`src/rtl/nic.sv`:
```
// nic: processor-to-router network interface with one-packet input and output buffers.
//
// Ports
//   clk          : clock, all state updates on the rising edge
//   reset        : asynchronous active-low reset
//   addr         : processor register select (00 in_buf, 01 in status, 10 out_buf, 11 out status)
//   d_in         : processor write data
//   d_out        : processor read data (combinational, zero unless a read is enabled)
//   nicEn        : processor access enable
//   nicWrEn      : 1 = write, 0 = read (qualified by nicEn)
//   net_si       : router-to-NIC send
//   net_ri       : NIC-to-router ready (input buffer empty)
//   net_di       : router-to-NIC packet
//   net_so       : NIC-to-router send (combinational)
//   net_ro       : router ready for injection
//   net_do       : NIC-to-router packet (mirrors out_buf)
//   net_polarity : router polarity; a packet leaves only when its VC bit matches it
module nic #(
    parameter int unsigned DATA_WIDTH = 64
) (
    input  logic                  clk,
    input  logic                  reset,
    input  logic [1:0]            addr,
    input  logic [DATA_WIDTH-1:0] d_in,
    output logic [DATA_WIDTH-1:0] d_out,
    input  logic                  nicEn,
    input  logic                  nicWrEn,
    input  logic                  net_si,
    output logic                  net_ri,
    input  logic [DATA_WIDTH-1:0] net_di,
    output logic                  net_so,
    input  logic                  net_ro,
    output logic [DATA_WIDTH-1:0] net_do,
    input  logic                  net_polarity
);

    localparam int unsigned VC_BIT = DATA_WIDTH - 1;

    localparam logic [1:0] ADDR_IN_BUF  = 2'b00;
    localparam logic [1:0] ADDR_IN_STAT = 2'b01;
    localparam logic [1:0] ADDR_OUT_BUF = 2'b10;
    localparam logic [1:0] ADDR_OUT_STAT = 2'b11;

    logic [DATA_WIDTH-1:0] in_buf_q, in_buf_d;
    logic [DATA_WIDTH-1:0] out_buf_q, out_buf_d;
    logic                  in_full_q, in_full_d;
    logic                  out_full_q, out_full_d;

    logic wr_out;
    logic rd_in;
    logic send;
    logic accept;

    // Handshake qualifiers. A write to a full output buffer is dropped, so
    // wr_out and send are mutually exclusive; likewise accept and a clearing read.
    assign wr_out = nicEn & nicWrEn & (addr == ADDR_OUT_BUF) & ~out_full_q;
    assign rd_in  = nicEn & ~nicWrEn & (addr == ADDR_IN_BUF);
    assign send   = out_full_q & net_ro & (net_polarity == out_buf_q[VC_BIT]);
    assign accept = net_si & net_ri;

    // Network-side outputs; ready is held low while reset is asserted.
    assign net_so = send;
    assign net_ri = reset & ~in_full_q;
    assign net_do = out_buf_q;

    // Next-state for both buffers.
    always_comb begin
        in_buf_d   = in_buf_q;
        in_full_d  = in_full_q;
        out_buf_d  = out_buf_q;
        out_full_d = out_full_q;

        if (accept) begin
            in_buf_d  = net_di;
            in_full_d = 1'b1;
        end else if (rd_in) begin
            in_full_d = 1'b0;
        end

        if (send) begin
            out_full_d = 1'b0;
        end else if (wr_out) begin
            out_buf_d  = d_in;
            out_full_d = 1'b1;
        end
    end

    // Processor read mux.
    always_comb begin
        d_out = '0;
        if (nicEn && !nicWrEn) begin
            case (addr)
                ADDR_IN_BUF:   d_out = in_buf_q;
                ADDR_IN_STAT:  d_out = {{(DATA_WIDTH-1){1'b0}}, in_full_q};
                ADDR_OUT_BUF:  d_out = out_buf_q;
                ADDR_OUT_STAT: d_out = {{(DATA_WIDTH-1){1'b0}}, out_full_q};
                default:       d_out = '0;
            endcase
        end
    end

    // Buffer state; reset discards any packet in flight.
    always_ff @(posedge clk or negedge reset) begin
        if (!reset) begin
            in_buf_q   <= '0;
            in_full_q  <= 1'b0;
            out_buf_q  <= '0;
            out_full_q <= 1'b0;
        end else begin
            in_buf_q   <= in_buf_d;
            in_full_q  <= in_full_d;
            out_buf_q  <= out_buf_d;
            out_full_q <= out_full_d;
        end
    end

endmodule

```
`config.mk`:
```
export PLATFORM = sky130hd
export DESIGN_NAME = nic
export DESIGN_NICKNAME = d
export VERILOG_FILES = /design/src/rtl/nic.sv
export SDC_FILE = /design/constraint.sdc
export NUM_CORES = 1
export LEC_CHECK = 0
export CORE_MARGIN = 1
export CORE_UTILIZATION = 45
export DETAILED_ROUTE_END_ITERATION = 8
export PLACE_DENSITY = 0.83
export SLEW_MARGIN = 10
export SYNTH_ARGS = -nofsm -noshare
export SYNTH_HDL_FRONTEND = slang
export SYNTH_SLANG_ARGS = --single-unit
```
`constraint.sdc`:
```
create_clock -name clk -period 3 [get_ports clk]
set_clock_uncertainty 0.1 [all_clocks]
set_input_delay 0.3 -clock clk [delete_from_list [all_inputs] [get_ports clk]]
set_output_delay 0.3 -clock clk [all_outputs]
set_load 0.1 [all_outputs]
```
==> results of run 1 <==
-- path summary, 6_finish.rpt --
kind / from / end / slack (ps) / cells after the start
max: nicWrEn / d_out[34] / 470 / 6
min: reset / in_buf_q[26] / 210 / 2
max reg2reg: out_full_q / net_do[42] / 1300 / 3
min reg2reg: in_buf_q[7] / in_buf_q[7] / 400 / 1
max in group asynchronous: reset / in_buf_q[60] / 1540 / 3
min in group clk: d_in[5] / net_do[5] / 390 / 2
-- what timing repair did --
item,4_1_cts,5_1_grt
hold endpoints to repair,16,0
hold buffers,1,0
setup buffers,0,0
setup endpoints to repair,0,0
resized for setup,0,0
-- layout by cell type (no fill, tap or decap) --
| cell | instances |
|---|---|
| dfrtp_1 | 130 |
| nand2b_1 | 1 |
| clkinvlp_4 | 2 |
| mux2_4 | 50 |
| clkinv_2 | 6 |
| mux4_2 | 1 |
| o21ai_0 | 1 |
| inv_1 | 2 |
| clkbuf_1 | 2 |
| buf_12 | 68 |
| nor2_8 | 1 |
| nor3b_2 | 1 |
| xnor2_1 | 1 |
| a22o_1 | 63 |
| dlygate4sd3_1 | 1 |
| buf_4 | 71 |
| nand4b_4 | 1 |
| clkdlybuf4s50_1 | 135 |
| clkbuf_16 | 17 |
| nand2_2 | 1 |
| clkbuf_8 | 2 |
| and3_1 | 1 |
| nor2b_2 | 1 |
| nor2b_1 | 1 |
| mux2_2 | 68 |
| nor3_4 | 1 |
| mux2_1 | 10 |
| a21oi_1 | 1 |
| bufinv_16 | 3 |
-- final cells by class --
class                           count  area [µm²]  share of cell area
Clock buffer                       21       460.4             0.04769
Multi-Input combinational cell    204        2328              0.2412
Inverter                            2       7.507           0.0007775
Tap cell                          172       215.2             0.02229
Clock inverter                     11       135.1             0.01400
Timing Repair Buffer              275        3256              0.3372
Sequential cell                   130        3253              0.3369
-- flip-flops by register name, indices dropped and copies added (netlist names) --
name,flops
in_buf_q,64
in_full_q,1
net_do,64
out_full_q,1
-- where the power goes --
part	leakage [µW]	internal, µW	switching (µW)	total [µW]
combinational	0.00241	1900	4550	6460
clock	0.000292	1340	736	2080
sequential	0.00155	2650	695	3350
-- critical path, stage by stage --
cell,delay [ps]
clkdlybuf4s50_1,460
nand2b_1,260
nor3b_2,270
buf_12,300
a22o_1,260
buf_12,190
-- routing by layer --
metal,vias up,routed length [µm]
met3,31,1211
met4,0,456
met2,192,8548
li1,1888,-
met5,-,0
met1,2180,6456
-- kinds of logic after synthesis --
family / synth area share
compound gates: 0.09670
xor+xnor: 0.001508
buf+inv: 0.04092
flops: 0.5600
mux: 0.2843
simple gates: 0.01659
-- per-stage QoR --
stage | worst slack (ps) | utilization | cells | hold WS, ps
2_1_floorplan | 213.0 | - | 362 | -95.59
3_3_place_gp | 546.5 | 0.7171 | 782 | 79.36
3_5_place_dp | 495.9 | 0.7171 | 782 | 79.31
4_1_cts | 499.4 | 0.7651 | 815 | 192.9
5_1_grt | 407.1 | 0.7651 | 815 | 225.2
6_report | 473.6 | 0.7651 | 815 | 214.3
==> flow_metrics.env, run 1 <==
export IMPL_synth_edf_count=0
export IMPL_die_width_um=115.6
export IMPL_syn_avg_cell_area_um2=16.05
export IMPL_ys_seq_elements=130
export IMPL_vias_per_cell=5.265
export IMPL_h_tree_depth=4
export IMPL_endpoint_kind="primary output"
export IMPL_worstSetupPathType="input pin to primary output"
export IMPL_grt_max_degree=66
export IMPL_irDropWorstVdd_mv=0.9696
export IMPL_start_util=0.4603
export IMPL_finalMaxSlewViolations=0
export IMPL_root_buffer="clkbuf_16"
export IMPL_ys_flop_type="dfrtp_1"
export IMPL_gp_congestion=0.7708
export IMPL_netlist_top_cells_count="dfrtp_1, mux2_2, a22o_1"
export IMPL_cts_buffer_depth=2
export IMPL_synthToLayoutAreaGrowth_pct=66.21
export IMPL_finalHoldViolations=0
export IMPL_relSlewSlack=0.4748
export IMPL_ant_nets=0
export IMPL_rows=41
export IMPL_status="complete, no violations"
export IMPL_antennaDiodeCount=0
export IMPL_grt_busiest_layer="met2"
export IMPL_synth_area_mm2=0.005809
export IMPL_ys_async_sr_fraction=1.000
export IMPL_cts_tree="yes"
export IMPL_hold_path_class="input pin to async pin"
export IMPL_synth_cell_types=22
export IMPL_vias=4291
export IMPL_period_share=0.8421
export IMPL_yosysTopAreaCell="dfrtp_1"
export IMPL_fmax_mhz=395.8
export IMPL_grt_use_met3=0.07688
export IMPL_num_nets_final=767
export IMPL_cts_sinks=130
export IMPL_worst_setup_path_start_kind="input pin"
export IMPL_min_period_ps=2526
export IMPL_clk_pin_slew_ps=60
export IMPL_synth_top_area_share=0.5600
export IMPL_grt_setup_unrepaired="no"
export IMPL_pin_count=267
export IMPL_crit_fanout=63
export IMPL_numPortBuffers=266
export IMPL_antenna_found_initial=0
export IMPL_seq_area_frac_synth=0.5600
export IMPL_drt_initial_drc_count=204
export IMPL_worst_slew_pin_slew_ps=787.8
export IMPL_grt_pass1_vias=4547
export IMPL_synth_nets=499
export IMPL_cap_violations=0
export IMPL_finalPower_uw=11880
export IMPL_grt_pass1_wl_mm=25.25
export IMPL_arrival_ps=2130
export IMPL_fin_setup_tns_ps=0
export IMPL_core_area_mm2=0.01262
export IMPL_fin_area_mm2=0.009656
export IMPL_met1_usage=0.3005
export IMPL_wl_per_cell_um=20.46
export IMPL_total_leakage_power_uw=0.004247
export IMPL_routed_wl_mm=16.67
export IMPL_yosysMostFrequentCell="dfrtp_1"
export IMPL_drc_errors=0
export IMPL_cts_buffers=17
export IMPL_chipHeight_um=115.6
export IMPL_dp_hpwl_mm=11.83
export IMPL_power_density_mw_per_mm2=1230
export IMPL_syn_inst=362
export IMPL_clk_latency_ps=410
export IMPL_yosys_warnings=0
export IMPL_setup_viol=0
export IMPL_place_area_mm2=0.009050
export IMPL_required_ps=2600
export IMPL_drtPass1Iterations=4
export IMPL_dieArea_mm2=0.01337
export IMPL_synth_area_leaders="dfrtp_1, mux2_2, mux2_4, a22o_1, mux2_1"
export IMPL_fillers=782
export IMPL_grt_overflow=0
export IMPL_drive_gt1_frac=0.4572
export IMPL_grtUsageMet2=0.4339
export IMPL_grt_usage=0.2558
Note: power is estimated with default switching activity, not from simulation.
==> run 2: changes to the inputs <==
Settings changed: CORE_UTILIZATION 45 to 42, PLACE_DENSITY 0.83 to 0.78.
Clock period 3 ns to 2.5 ns, I/O delays scaled along.
==> flow_metrics.env, run 2 (synthesis results as in run 1) <==
export IMPL_register_area_mm2=0.003253
export IMPL_final_util=0.7336
export IMPL_clk_pin_slew_ps=60
export IMPL_clk_latency_ps=410
export IMPL_num_nets_final=768
export IMPL_required_ps=2150
export IMPL_power_density_mw_per_mm2=1486
export IMPL_r2r_cells=4
export IMPL_chipHeight_um=119.6
export IMPL_cts_tree="yes"
export IMPL_root_buffer="clkbuf_16"
export IMPL_fin_setup_tns_ps=0
export IMPL_finalNonFillerCells=820
export IMPL_place_inst=787
export IMPL_grt_pass1_vias=4560
export IMPL_holdBufCountCts=1
export IMPL_layout_common_cells="clkdlybuf4s50_1, dfrtp_1, buf_12, mux2_2, buf_4"
export IMPL_drive_gt1_frac=0.4612
export IMPL_grt_max_degree=64
export IMPL_drc_errors=0
export IMPL_multiInputGateArea_mm2=0.002331
export IMPL_finalMaxSlewViolations=0
export IMPL_fmax_mhz=413.8
export IMPL_vias=4286
export IMPL_worst_setup_path_start_kind="input pin"
export IMPL_cts_sinks=130
export IMPL_pin_count=267
export IMPL_grt_overflow=0
export IMPL_endpoint_kind="primary output"
export IMPL_arrival_ps=2070
export IMPL_die_width_um=119.6
export IMPL_period_share=0.9667
export IMPL_worst_slew_pin_slew_ps=785.3
export IMPL_gp_congestion=0.7895
export IMPL_numPortBuffers=266
export IMPL_drtPass1Iterations=4
export IMPL_antennaDiodeCount=0
export IMPL_post_cts_resized=0
export IMPL_cts_buffers=17
export IMPL_cap_violations=0
export IMPL_h_tree_depth=4
export IMPL_pre_cts_ws_ps=100.8
export IMPL_synthToLayoutAreaGrowth_pct=68.55
export IMPL_setup_viol=0
export IMPL_antenna_found_initial=0
export IMPL_min_period_ps=2417
export IMPL_grt_setup_unrepaired="no"
export IMPL_ant_nets=0
export IMPL_finalHoldViolations=0
export IMPL_total_leakage_power_uw=0.004294
export IMPL_post_cts_setup_buffer_count=0
export IMPL_core_area_mm2=0.01335
export IMPL_drt_initial_drc_count=181
export IMPL_relSlewSlack=0.4765
export IMPL_hold_path_class="input pin to async pin"
export IMPL_grt_usage=0.2352
export IMPL_fillers=864
export IMPL_rows=42
export IMPL_setup_ws_ps=83.32
export IMPL_worstSetupPathType="input pin to primary output"
export IMPL_routed_wl_mm=16.44
export IMPL_vias_per_cell=5.227
export IMPL_irDropWorstVdd_mv=1.318
export IMPL_dp_hpwl_mm=11.77
export IMPL_status="complete, no violations"
export IMPL_dieArea_mm2=0.01431
export IMPL_final_common_cell="clkdlybuf4s50_1"
export IMPL_grt_pass1_wl_mm=25.31
export IMPL_crit_fanout=63
export IMPL_start_util=0.4352
export IMPL_cts_buffer_depth=2
export IMPL_wl_per_cell_um=20.05
==> run 2: cell count changes in the layout (fill, tap and decap cells not counted) <==
cell,delta
bufinv_16,+3
clkinv_2,-4
nor2b_2,+1
buf_6,+1
buf_12,+3
clkinvlp_4,-1
nor2b_1,-1
buf_4,-3
clkinv_4,+4
clkbuf_8,-1
clkbuf_1,-1
==> run 2: report_power, final <==
part,leakage (µW),switching [µW],internal [µW]
Sequential,0.00155,801,3180
Clock,0.000327,908,1900
Combinational,0.00242,5460,2310
Total,0.00429,7170,7390
==> run 2: layer usage <==
| layer | vias to the layer above | GRT usage | wire [µm] |
|---|---|---|---|
| met5 | - | 0 | 0 |
| met4 | 0 | 0.09922 | 435 |
| met3 | 28 | 0.07652 | 1421 |
| met2 | 217 | 0.3923 | 8414 |
| met1 | 2155 | 0.2781 | 6169 |
| li1 | 1886 | - | - |
==> run 2: worst max-delay path: stages <==
cell and delay (ps):
clkdlybuf4s50_1 470, nand2b_1 270, nor3b_2 260, buf_12 310
a22o_1 250, buf_12 190
==> run 2: final timing paths <==
| kind | from | endpoint | slack [ps] |
|---|---|---|---|
| setup reg to reg | in_full_q | in_buf_q[31] | 880 |
| min in group clk | d_in[11] | net_do[11] | 330 |
| max in group asynchronous | reset | in_buf_q[63] | 990 |
| hold reg to reg | in_buf_q[32] | in_buf_q[32] | 410 |
| hold / removal | reset | in_full_q | 220 |
| setup / recovery | nicWrEn | d_out[43] | 80 |
==> run 2: final cells by class <==
class                      instances  area share
clock inverter                    13     0.02377
inverter                           2   0.0007667
tap                              176     0.02249
clock buffer                      19     0.04523
timing repair buffer             276      0.3375
sequential                       130      0.3322
multi-input combinational        204      0.2381
==> run 2: stage by stage <==
stage	hold slack, ps	total power [µW]	cell area, µm²
5_1_grt	233.8	15040	9792
3_5_place_dp	61.59	11790	9106
4_1_cts	216.3	14660	9792
2_1_floorplan	-145.6	9807	5814
6_report	223.1	14550	9792
3_3_place_gp	46.76	11630	9106
==> run 3: changes to the inputs <==
Settings changed: CORE_UTILIZATION 42 to 45, PLACE_DENSITY 0.78 to 0.83.
Clock period 2.5 ns to 2.9 ns, I/O delays scaled along.
==> flow_metrics.env, run 3 (synthesis results as in run 1) <==
export IMPL_ant_nets=0
export IMPL_antennaDiodeCount=0
export IMPL_grt_max_degree=73
export IMPL_grt_usage=0.2488
export IMPL_drc_errors=0
export IMPL_period_share=0.8452
export IMPL_clk_pin_slew_ps=50
export IMPL_pin_count=267
export IMPL_drive_gt1_frac=0.4613
export IMPL_r2r_setup_slack_ps=1270
export IMPL_endpoint_kind="primary output"
export IMPL_cts_buffers=17
export IMPL_synthToLayoutAreaGrowth_pct=67.31
export IMPL_chipHeight_um=115.6
export IMPL_irDropWorstVdd_mv=0.9121
export IMPL_worstSetupPathType="input pin to primary output"
export IMPL_clk_latency_ps=410
export IMPL_arrival_ps=2060
export IMPL_grt_pass1_vias=4535
export IMPL_min_period_ps=2451
export IMPL_worst_slew_pin_slew_ps=907.4
export IMPL_fin_setup_tns_ps=0
export IMPL_grt_setup_unrepaired="no"
export IMPL_fin_hold_ws_ps=374.1
export IMPL_drt_initial_drc_count=211
export IMPL_layout_common_cells="clkdlybuf4s50_1, dfrtp_1, buf_4, mux2_2, buf_12"
export IMPL_p_sw_uw=6181
export IMPL_dieArea_mm2=0.01337
export IMPL_cts_buffer_depth=2
export IMPL_grt_pass1_wl_mm=24.76
export IMPL_start_util=0.4603
export IMPL_hold_path_class="input pin to flop"
export IMPL_finalMaxSlewViolations=0
export IMPL_crit_chain="clkdlybuf4s50_1 > nand2b_1 > nor3b_2 > buf_4 > a22o_1 > buf_12"
export IMPL_setup_viol=0
export IMPL_worst_setup_path_start_kind="input pin"
export IMPL_power_density_mw_per_mm2=1287
export IMPL_required_ps=2510
export IMPL_post_cts_setup_buffer_count=0
export IMPL_register_area_mm2=0.003253
export IMPL_clockPowerShare=0.189
export IMPL_finalHoldViolations=0
export IMPL_fmax_mhz=408.0
export IMPL_die_width_um=115.6
export IMPL_cts_sinks=130
export IMPL_final_common_cell="clkdlybuf4s50_1"
export IMPL_grt_overflow=0
export IMPL_core_area_mm2=0.01262
export IMPL_cap_violations=0
export IMPL_drtPass1Iterations=4
export IMPL_cts_tree="yes"
export IMPL_dp_hpwl_mm=11.72
export IMPL_root_buffer="clkbuf_16"
export IMPL_crit_fanout=23
export IMPL_gp_congestion=0.8396
export IMPL_antenna_found_initial=0
export IMPL_h_tree_depth=4
export IMPL_intPower_uw=6323
export IMPL_max_stage_delay_ps=460
export IMPL_wl_per_cell_um=19.90
export IMPL_rows=41
export IMPL_vias_per_cell=5.211
export IMPL_cpMaxStageDelayCell="clkdlybuf4s50_1"
export IMPL_place_area_mm2=0.009047
export IMPL_fin_area_mm2=0.009719
export IMPL_relSlewSlack=0.3950
export IMPL_multiInputGateArea_mm2=0.002328
export IMPL_fillers=766
export IMPL_routed_wl_mm=16.28
export IMPL_num_nets_final=770
export IMPL_total_leakage_power_uw=0.004287
export IMPL_vias=4263
export IMPL_numPortBuffers=266
export IMPL_switching_share=0.4943
export IMPL_seq_power_share=0.279
export IMPL_combPwrFrac=0.532
export IMPL_status="complete, no violations"
==> run 3: cell types whose count changed in the layout (fill, tap and decap cells not counted) <==
cell	previous run	this run
nor2b_1	0	1
bufinv_16	6	5
clkbuf_8	1	4
buf_12	71	66
nor2b_2	2	1
buf_4	68	76
clkinv_2	2	4
buf_6	1	0
clkinv_4	4	0
==> run 3: critical path, delay by kind of cell <==
kind	cells	cell delay, ps
buffers and inverters	3	970
and+or+nand+nor	2	530
AOI/OAI and AO/OA	1	250
==> run 3: layout make-up <==
| cell class | count | area share |
|---|---|---|
| inverters | 2 | 0.0007724 |
| flip-flops and latches | 130 | 0.3347 |
| repair buffers | 278 | 0.3347 |
| well taps | 172 | 0.02214 |
| clock buffers | 22 | 0.04982 |
| multi-input cells | 204 | 0.2396 |
| clock inverters | 10 | 0.01828 |
==> run 3: path summary, 6_finish.rpt <==
check	end	from	cells after the start
max in group asynchronous	in_buf_q[46]	reset	3
max	d_out[46]	nicWrEn	6
max reg2reg	in_buf_q[24]	in_full_q	4
min	net_do[5]	d_in[5]	2
min reg2reg	in_buf_q[25]	in_buf_q[25]	1
min in group asynchronous	out_full_q	reset	3
==> run 3: through the flow <==
| step | instances | total power, µW | setup WS, ps | util |
|---|---|---|---|---|
| 4_1_cts | 818 | 12580 | 432.9 | 0.7702 |
| 2_1_floorplan | 362 | 8452 | 113.0 | - |
| 3_5_place_dp | 785 | 10150 | 451.7 | 0.7169 |
| 6_report | 818 | 12500 | 449.0 | 0.7702 |
| 3_3_place_gp | 785 | 10010 | 479.1 | 0.7169 |
| 5_1_grt | 818 | 12910 | 368.3 | 0.7702 |
==> run 3: repair_timing <==
item / CTS / global route
gates resized for setup: 0 / 0
endpoints found under the hold margin: 58 / 0
hold buffers: 1 / 0
==> run 3: per-layer routing <==
metal  global-route usage  up-vias  wire [µm]
li1                     -     1896          -
met1               0.2903     2154       6169
met2               0.4283      186       8519
met3              0.07531       27       1176
met4               0.1017        0        412
met5                    0        -          0
==> run 3: power groups by stage <==
stage	logic, µW	registers [µW]	clock network, µW
finish	6650	3490	2370
global route	6840	3580	2490
CTS	6680	3490	2400
detailed placement	6660	3490	0
global placement	6580	3430	0
floorplan	1860	6590	0
